### src/rtl/teclado_pkg.sv
// Shared types and helpers for the keypad front end.
// Also defines the lowest-index priority helpers used by the top level.
package teclado_pkg;
   localparam int         N_TECLAS    = 7;
   localparam logic [2:0] IDX_NINGUNA = 3'd7;

   typedef logic [N_TECLAS-1:0] teclas_t;

   // One-hot of the lowest set bit; zero when nothing is set.
   function automatic teclas_t prioridad(teclas_t v);
      teclas_t r;
      r = '0;
      for (int i = N_TECLAS - 1; i >= 0; i--) begin
         if (v[i]) r = teclas_t'(1) << i;
      end
      return r;
   endfunction

   function automatic logic [2:0] indice(teclas_t v);
      logic [2:0] r;
      r = IDX_NINGUNA;
      for (int i = N_TECLAS - 1; i >= 0; i--) begin
         if (v[i]) r = 3'(i);
      end
      return r;
   endfunction
endpackage

### src/rtl/teclado_debounce_if.sv
// Key bus between the raw keypad side and the debounced note-request side.
interface teclado_debounce_if;
   import teclado_pkg::*;

   teclas_t    teclas_in;
   teclas_t    teclas;
   logic [2:0] tecla_idx;
   logic       nota_valida;
   logic       pulso_tecla;

   modport master (output teclas_in, input teclas, tecla_idx, nota_valida, pulso_tecla);
   modport slave  (input teclas_in, output teclas, tecla_idx, nota_valida, pulso_tecla);
endinterface

### src/rtl/antirrebote_bit.sv
// One key: 2-FF synchroniser, stability counter and accepted-level flop.
module antirrebote_bit #(
   parameter int DEBOUNCE_CYCLES = 1000000
) (
   input  logic clk,
   input  logic reset,
   input  logic tecla_in,
   output logic estable
);
   localparam int            CW         = (DEBOUNCE_CYCLES > 1) ? $clog2(DEBOUNCE_CYCLES) : 1;
   localparam logic [CW-1:0] CUENTA_FIN = CW'(DEBOUNCE_CYCLES - 1);

   logic          sync1_q, sync1_d;
   logic          sync2_q, sync2_d;
   logic          estable_q, estable_d;
   logic [CW-1:0] cuenta_q, cuenta_d;

   always_comb begin
      sync1_d   = tecla_in;
      sync2_d   = sync1_q;
      estable_d = estable_q;
      cuenta_d  = '0;
      // Any return to the accepted level before terminal count restarts the wait.
      if (sync2_q != estable_q) begin
         if (cuenta_q == CUENTA_FIN) begin
            estable_d = sync2_q;
         end else begin
            cuenta_d = cuenta_q + 1'b1;
         end
      end
   end

   always_ff @(posedge clk or negedge reset) begin
      if (!reset) begin
         sync1_q   <= 1'b0;
         sync2_q   <= 1'b0;
         estable_q <= 1'b0;
         cuenta_q  <= '0;
      end else begin
         sync1_q   <= sync1_d;
         sync2_q   <= sync2_d;
         estable_q <= estable_d;
         cuenta_q  <= cuenta_d;
      end
   end

   assign estable = estable_q;
endmodule

### src/rtl/teclado_debounce.sv
// Keypad front end: per-key debounce, registered priority encoder, new-note pulse.
// Optional TECLA_LATCH_EN: accepted presses latch (toggle on same key) instead of momentary.
module teclado_debounce
   import teclado_pkg::*;
#(
   parameter int DEBOUNCE_CYCLES = 1000000
) (
   input  logic              clk,
   input  logic              reset,
   teclado_debounce_if.slave bus
);
   teclas_t    estable;
   teclas_t    teclas_q, teclas_d;
   logic [2:0] idx_q, idx_d;
   logic       pulso_q, pulso_d;

   for (genvar g = 0; g < N_TECLAS; g++) begin : g_tecla
      antirrebote_bit #(.DEBOUNCE_CYCLES(DEBOUNCE_CYCLES)) u_bit (
         .clk      (clk),
         .reset    (reset),
         .tecla_in (bus.teclas_in[g]),
         .estable  (estable[g])
      );
   end

`ifdef TECLA_LATCH_EN
   teclas_t estable_prev_q;
   teclas_t ganadora;

   always_ff @(posedge clk or negedge reset) begin
      if (!reset) estable_prev_q <= '0;
      else        estable_prev_q <= estable;
   end

   // Only freshly accepted presses act; pressing the latched key again clears it.
   always_comb begin
      ganadora = prioridad(estable & ~estable_prev_q);
      teclas_d = teclas_q;
      if (ganadora != '0) begin
         teclas_d = (ganadora == teclas_q) ? '0 : ganadora;
      end
   end
`else
   always_comb begin
      teclas_d = prioridad(estable);
   end
`endif

   always_comb begin
      idx_d   = indice(teclas_d);
      pulso_d = (teclas_d != '0) && (teclas_d != teclas_q);
   end

   always_ff @(posedge clk or negedge reset) begin
      if (!reset) begin
         teclas_q <= '0;
         idx_q    <= IDX_NINGUNA;
         pulso_q  <= 1'b0;
      end else begin
         teclas_q <= teclas_d;
         idx_q    <= idx_d;
         pulso_q  <= pulso_d;
      end
   end

   assign bus.teclas      = teclas_q;
   assign bus.tecla_idx   = idx_q;
   assign bus.nota_valida = (teclas_q != '0);
   assign bus.pulso_tecla = pulso_q;
endmodule

### src/flat_wrapper.sv
// flat-port wrapper written by rule: the top's interface ports become plain ports
module teclado_debounce_flat import teclado_pkg::*;
#(
   parameter int DEBOUNCE_CYCLES = 1000000
)
  (clk, reset, bus_teclas_in, bus_teclas, bus_tecla_idx, bus_nota_valida, bus_pulso_tecla);
  teclado_debounce_if bus_i ();
  input  logic clk;
  input  logic reset;
  input wire logic [$bits(bus_i.teclas_in)-1:0] bus_teclas_in;
  output wire logic [$bits(bus_i.teclas)-1:0] bus_teclas;
  output wire logic [$bits(bus_i.tecla_idx)-1:0] bus_tecla_idx;
  output wire logic [$bits(bus_i.nota_valida)-1:0] bus_nota_valida;
  output wire logic [$bits(bus_i.pulso_tecla)-1:0] bus_pulso_tecla;
  assign bus_i.teclas_in = bus_teclas_in;
  assign bus_teclas = bus_i.teclas;
  assign bus_tecla_idx = bus_i.tecla_idx;
  assign bus_nota_valida = bus_i.nota_valida;
  assign bus_pulso_tecla = bus_i.pulso_tecla;
  teclado_debounce #(.DEBOUNCE_CYCLES(DEBOUNCE_CYCLES)) u_core (.clk(clk), .reset(reset), .bus(bus_i));
endmodule
### config.mk
export PLATFORM = sky130hd
export DESIGN_NAME = teclado_debounce_flat
export DESIGN_NICKNAME = d
export VERILOG_FILES = /design/src/rtl/teclado_pkg.sv /design/src/rtl/teclado_debounce_if.sv /design/src/rtl/antirrebote_bit.sv /design/src/rtl/teclado_debounce.sv /design/src/flat_wrapper.sv
export SDC_FILE = /design/constraint.sdc
export NUM_CORES = 1
export LEC_CHECK = 0
export ABC_AREA = 1
export CAP_MARGIN = 30
export CELL_PAD_IN_SITES_DETAIL_PLACEMENT = 1
export CELL_PAD_IN_SITES_GLOBAL_PLACEMENT = 2
export CORE_ASPECT_RATIO = 0.7
export CORE_UTILIZATION = 37
export CTS_CLUSTER_SIZE = 30
export DETAILED_ROUTE_END_ITERATION = 8
export PLACE_DENSITY_LB_ADDON = 0.1
export SYNTH_ARGS = -nofsm -noshare
export SYNTH_HDL_FRONTEND = slang
export SYNTH_SLANG_ARGS = --single-unit
### constraint.sdc
create_clock -name clk -period 1.8 [get_ports clk]
set_clock_uncertainty 0.2 [all_clocks]
set_input_delay 0.27 -clock clk [delete_from_list [all_inputs] [get_ports clk]]
set_output_delay 0.27 -clock clk [all_outputs]
set_load 0.01 [all_outputs]
# Word-level counts from Yosys, hierarchy flattened
# Cells that the tools add are included.
# classes
n_mux	28
n_shift	0
multipliers	0
n_lt_le_gt_ge	0
reduce_logical	10
div_mod_pow	0
eq_ne	15
add_sub_neg	7
n_bitwise	0
# op_table
op	count
2-to-1 mux 20 bit	14
adder 20 x 1 -> 20 bit, second input constant	7
equality test 20 bit, second input constant	7
2-to-1 mux 7 bit	7
AND reduction 2 bit	7
nonzero test 7 bit	2
2-to-1 mux 3 bit	4
!= test 1 bit	7
!= test 7 bit	1
2-to-1 mux 2 bit	2
logical AND 1 bit	1
2-to-1 mux 1 bit	1
# totals
mem_count	0
reg_bits	172
romBits	0
wordCells	91
ram_bits	0
latch_bits	0

# Longest topological paths before layout
# Gate-level depths: netlist of run 1.
# logic_depth
word_depth	14
depth_mapped	10
ltp_nobuf	10

# Cells and area by module
# Synthesis of run 1 repeated with hierarchy kept, for this count alone.
# hier_totals
cells_unflattened	1203
area_unflattened_um2	9598.0
# by_module_without_submodules
module	cells_per_inst	n_inst	area_each_um2
antirrebote_bit	161	7	1287.5
teclado_debounce	76	1	585.6

# Worst setup path before layout of run 1
# No wires, ideal clock.
# synth_path
kind	reg-to-reg
startpoint	register u_core.g_tecla[4].u_bit.cuenta_q[0]
endpoint	register u_core.g_tecla[4].u_bit.cuenta_q[5]
t_arrival_ns	1.285
required_ns	1.478
period_less_slack_ns	1.607
stages_incl_launch_ff	10
slack_ns	0.193
setup_time_ns	0.122
cell_sequence	dfrtp_1 > ha_1 > nand2_1 > nor2_4 > nand2_2 > nor2_2 > nand2_2 > nand2_2 > buf_6 > nor3_1
# synth_between
elab_chain_cells	3
# synth_lines
element	line_no	rtl
start, declared	antirrebote_bit.sv:16	logic [CW-1:0] cuenta_q, cuenta_d;
start signal, assigned	antirrebote_bit.sv:43	cuenta_q <= cuenta_d;
adder 20 x 1 -> 20 bit / equality test 20 bit (equally long branches)	antirrebote_bit.sv:28, antirrebote_bit.sv:25	
2-to-1 mux 20 bit (*)	antirrebote_bit.sv:25	if (cuenta_q == CUENTA_FIN) begin
2-to-1 mux 20 bit (*)	antirrebote_bit.sv:24	if (sync2_q != estable_q) begin
via u_core.g_tecla[4].u_bit.cuenta_d[5]	antirrebote_bit.sv:16	
# Mark *: on every way through the listed nets, which the timed path passes. The rest lies on a longest branch.
# A chain may end at the register's enable or synchronous reset.

# Worst setup path after layout of run 1
# layout_path
startpoint	register u_core.teclas_q[0], in the netlist u_core.bus.teclas[0]
endpoint	output port bus_nota_valida
# layout_between
elab_chain_cells	1
# layout_lines
element	line_no	rtl
start, declared	teclado_debounce.sv:13	teclas_t teclas_q, teclas_d;
start signal, assigned	teclado_debounce.sv:60	teclas_q <= teclas_d;
nonzero test 7 bit	teclado_debounce.sv:68	assign bus.nota_valida = (teclas_q != '0);
end, declared	flat_wrapper.sv:13	output wire logic [$bits(bus_i.nota_valida)-1:0] bus_nota_valida;
# Every way passes these cells.

==> metrics list, run 1 <==
- Of the post-synthesis cell area, the part taken by muxes is 0%.
* Cell type with the highest aggregate area in the netlist: dfrtp_1
- The worst setup path is launched from a register.
- Routed WL per cell: between 10 and 15 um
- The routed layout has 7460 vias.
- Type of the worst setup path: reg2out
- Post-layout minimum cycle time: 1.83 ns
* Sequential share of the synthesized area: 47.9%
- Ranked by total cell area, the synthesized netlist is headed by dfrtp_1 47%, nor2_1 11%, nand2_1 11%.
* Status: complete, but fails checks
- Area after DPL: 0.00992 mm^2
- The detailed router finished its first iteration with 291 violations.
- For this run, the slowest stage of the critical path takes a little under 0.4 ns.
- Die Ht: 132 um
- The final-report hold violation count was 0.
* Fraction of the mapped netlist area in adder cells: less than 1%
- STA puts the critical path data arrival time at approximately 1.4 ns.
* Maximum number of pins on one net before global-route repair: between 40 and 50
- The via count of the first global-routing pass is ~7600.
- After synthesis, the largest family of logic cells by area is simple AND/OR/NAND/NOR gates.
- Vias per std cell: between 4 and 5
- Most frequent standard cell in the layout excluding fill and tap cells: nor2_1
- The worst setup path is captured at an output port.
- Setup repair after global routing could not meet its margin everywhere.
* Summed area of non-filler cells in the final layout: between 0.01 and 0.015 mm^2
- Summing the areas of all and, or, nand and nor instances in the mapped netlist gives 35.6% of the synthesized area.
- XOR/XNOR share of the synthesized area: 6.43%
- Port buffering added 20 buffers.
- Final worst-path cycle share: 102%
* Total Power: around 0.0081 W
- The worst register-to-register path ends at u_core.g_tecla[2].u_bit.estable.
- Final setup viols: 1
* Clock transition at path regs: about 0.07 ns
* Area fraction of the dominant cell type after synthesis: between 40% and 50%
* Master of the slowest instance on the critical path: dfrtp_1
- CTS root buffer: clkbuf_16
* First-pass iteration count of the detailed router: 4
* Count of nets left with antenna violations after detail routing: 0
* CTS HTree Levels: 4
* Hold path depth: 1
* Placer Congestion: about 0.78
* Net count after synthesis: approximately 1200
* Number of clock sinks: 172
- Crit-path max FO: 2
* Clock tree from TritonCTS: done
- Highest clock rate: ~0.55 GHz
- Counting flops with a built-in enable in the synthesized netlist gives 0.
* Max-capacitance violation count: 0
- TritonCTS buffer count: 17
* Top-level I/O count: 21
* Source of the worst register-to-register timing path: u_core.g_tecla[2].u_bit.cuenta_q[1]
- In this run the most critical hold path is launched from bus_teclas_in[5].
* Later-pin clock latency in the skew report: between 0.4 and 0.5 ns
- FP Rows: between 40 and 50
- The synthesized netlist devotes under 10% of its cell area to compound gates.
* Worst path cell trace: nor4_2, nand4_1, buf_2
- After floorplanning, the core was sized to cover roughly 0.024 mm^2.
* Residual overflow from global routing: 0
- The final reports fail on setup timing.
- Global-route wire length before repair: ~39000 um
- Starting density of the core: 37.9%
- Synthesis handed over a netlist of about 1200 instances.
- Initial antenna violation count: 0
- Data required, critical path: approximately 1.3 ns
- The die covers approximately 0.025 mm^2.
- Filler cells: 2927
- Diodes inserted: 0
- CTS max path bufs: 2
* Netlist area before placement: about 0.009 mm^2
- Share of flip-flops with an asynchronous set or reset after synthesis: between 90% and 100%
* Endpoint, Worst Hold: u_core.g_tecla[5].u_bit.sync1_q
* Normalized max-slew margin: 75.3%
* Maximum vdd ir drop: about 700 uV
- For this block, the routed nets add up to roughly 23000 um of wire.
- Post-detailed-placement half-perimeter wirelength: roughly 17000 um
* NumNets Final: between 1000 and 1500
- Power density relative to cell area: about 760 mW/mm^2
* Actual transition at the worst max-transition pin: 0.368 ns
- The final count of pins violating max slew came to 0.
* GRT Total Usage: 19.4%
- DRC violations left: 0
* Syn-to-layout area delta: 18.9%
- Synthesis inferred approximately 170 register bits.
- Avg Cell Area, Syn: 7.67 um^2
- The analysis attributes to cell leakage a power of 4.85 nW.
- The library cells used most frequently in the layout, excluding fill and tap cells, are 268 x nor2_1, 253 x nand2_1, 168 x dfrtp_1.
* Die X-Extent: 188 um
- For this run, the number of Yosys warnings is 0.
- Setup slack on the critical path of the routed design comes to -0.0303 ns.
- Most common flop cell mapped by yosys: dfrtp_1
- The min-delay analysis places its worst path in the category in2reg.
* Worst reg-to-reg path cell count: 9
- Yosys mapped the design onto 30 distinct sky130hd cell types.
- R2r setup slk: around 0.10 ns
* Proportion of layout cells with a drive suffix above 1: a little over an eighth
registers in the layout, indices dropped and copies added (netlist names):
register                       count
u_core.bus.pulso_tecla             1
u_core.g_tecla.u_bit.sync1_q       7
u_core.bus.tecla_idx               3
u_core.g_tecla.u_bit.cuenta_q    140
u_core.g_tecla.u_bit.sync2_q       7
u_core.g_tecla.u_bit.estable       7
u_core.bus.teclas                  7
synth_stat cells, types with 3 or more instances:
cell type / number
a21oi_1: 30
a31oi_1: 5
dfrtp_1: 169
dfstp_2: 3
ha_1: 7
inv_1: 145
inv_2: 7
nand2_1: 259
nand2_2: 13
nand3_1: 77
nand3_2: 6
nand3b_1: 5
nand4_1: 15
nor2_1: 272
nor2_2: 17
nor2_4: 12
nor3_1: 40
nor3b_1: 5
o21ai_0: 8
xnor2_1: 14
xor2_1: 52
worst max path at each step:
stage | from | to | cells past startpoint
floorplan | u_core.g_tecla[4].u_bit.cuenta_q[0] | u_core.g_tecla[4].u_bit.cuenta_q[5] | 9
global placement | u_core.g_tecla[5].u_bit.cuenta_q[0] | u_core.g_tecla[5].u_bit.cuenta_q[19] | 10
detailed placement | u_core.g_tecla[4].u_bit.cuenta_q[0] | u_core.g_tecla[4].u_bit.cuenta_q[13] | 9
CTS | u_core.bus.teclas[0] | bus_nota_valida | 3
global route | u_core.bus.teclas[0] | bus_nota_valida | 3
finish | u_core.bus.teclas[0] | bus_nota_valida | 3
metal layers:
layer | track usage [%] | vias to the layer above | wire (um)
met5 | 0 | - | 0
met4 | 4.44 | 0 | 140
met3 | 3.55 | 10 | 419
met2 | 28.6 | 41 | 9710
met1 | 29.5 | 3601 | 12500
li1 | - | 3808 | -
stage by stage:
stage / utilization, % / setup TNS [ns] / hold WS, ns / setup WS [ns] / instances
floorplan: - / 0 / -0.226 / 0.193 / 1172
global placement: 41.8 / 0 / 0.00170 / 0.0924 / 1547
detailed placement: 41.8 / -0.0141 / 0.00644 / -0.0141 / 1547
CTS: 44.3 / -0.0524 / 0.0479 / -0.0524 / 1580
global route: 45.0 / -0.343 / 0.0589 / -0.174 / 1589
finish: 45.0 / -0.0303 / 0.0705 / -0.0303 / 1589
where the power goes:
group	internal (W)	switching, W
Sequential	0.00392	0.0000455
Combinational	0.000126	0.000217
Clock	0.00213	0.00164
layout make-up:
cell class / instances / area, um^2 / share of cell area (%)
Clock buffer: 20 / 457 / 4.27
Clock inverter: 12 / 139 / 1.30
Inverter: 153 / 577 / 5.40
Multi-Input combinational cell: 844 / 4170 / 39.0
Sequential cell: 172 / 4310 / 40.3
Tap cell: 318 / 398 / 3.72
Timing Repair Buffer: 70 / 638 / 5.97
cells by family (layout without fill, tap and decap cells):
group | after synthesis | in the layout
AND/OR/NAND/NOR | 728 | 728
adder cells (fa/ha/maj) | 7 | 7
buffers and inverters | 156 | 255
XOR/XNOR | 66 | 66
AO/OA/AOI/OAI | 43 | 43
flip-flops | 172 | 172
critical path: cells and delay by family (launching register included):
| family | cells | cell delay, ns |
|---|---|---|
| flip-flops | 1 | 0.39 |
| buffers and inverters | 1 | 0.16 |
| AND/OR/NAND/NOR | 2 | 0.37 |
repair_timing:
item | CTS | global route
endpoints found under the setup margin | 14 | 73
hold buffers | 1 | 0
gates resized for setup | 17 | 23
pin swaps | 0 | 3
setup buffers | 0 | 9
endpoints found under the hold margin | 169 | 0
(Power assumes the default switching activity.)
==> run 2, diff against run 1 <==
SLEW_MARGIN = 20   (was not set)
==> results of run 2 <==
No change in the layout: final DEF, timing and power equal those of run 1.
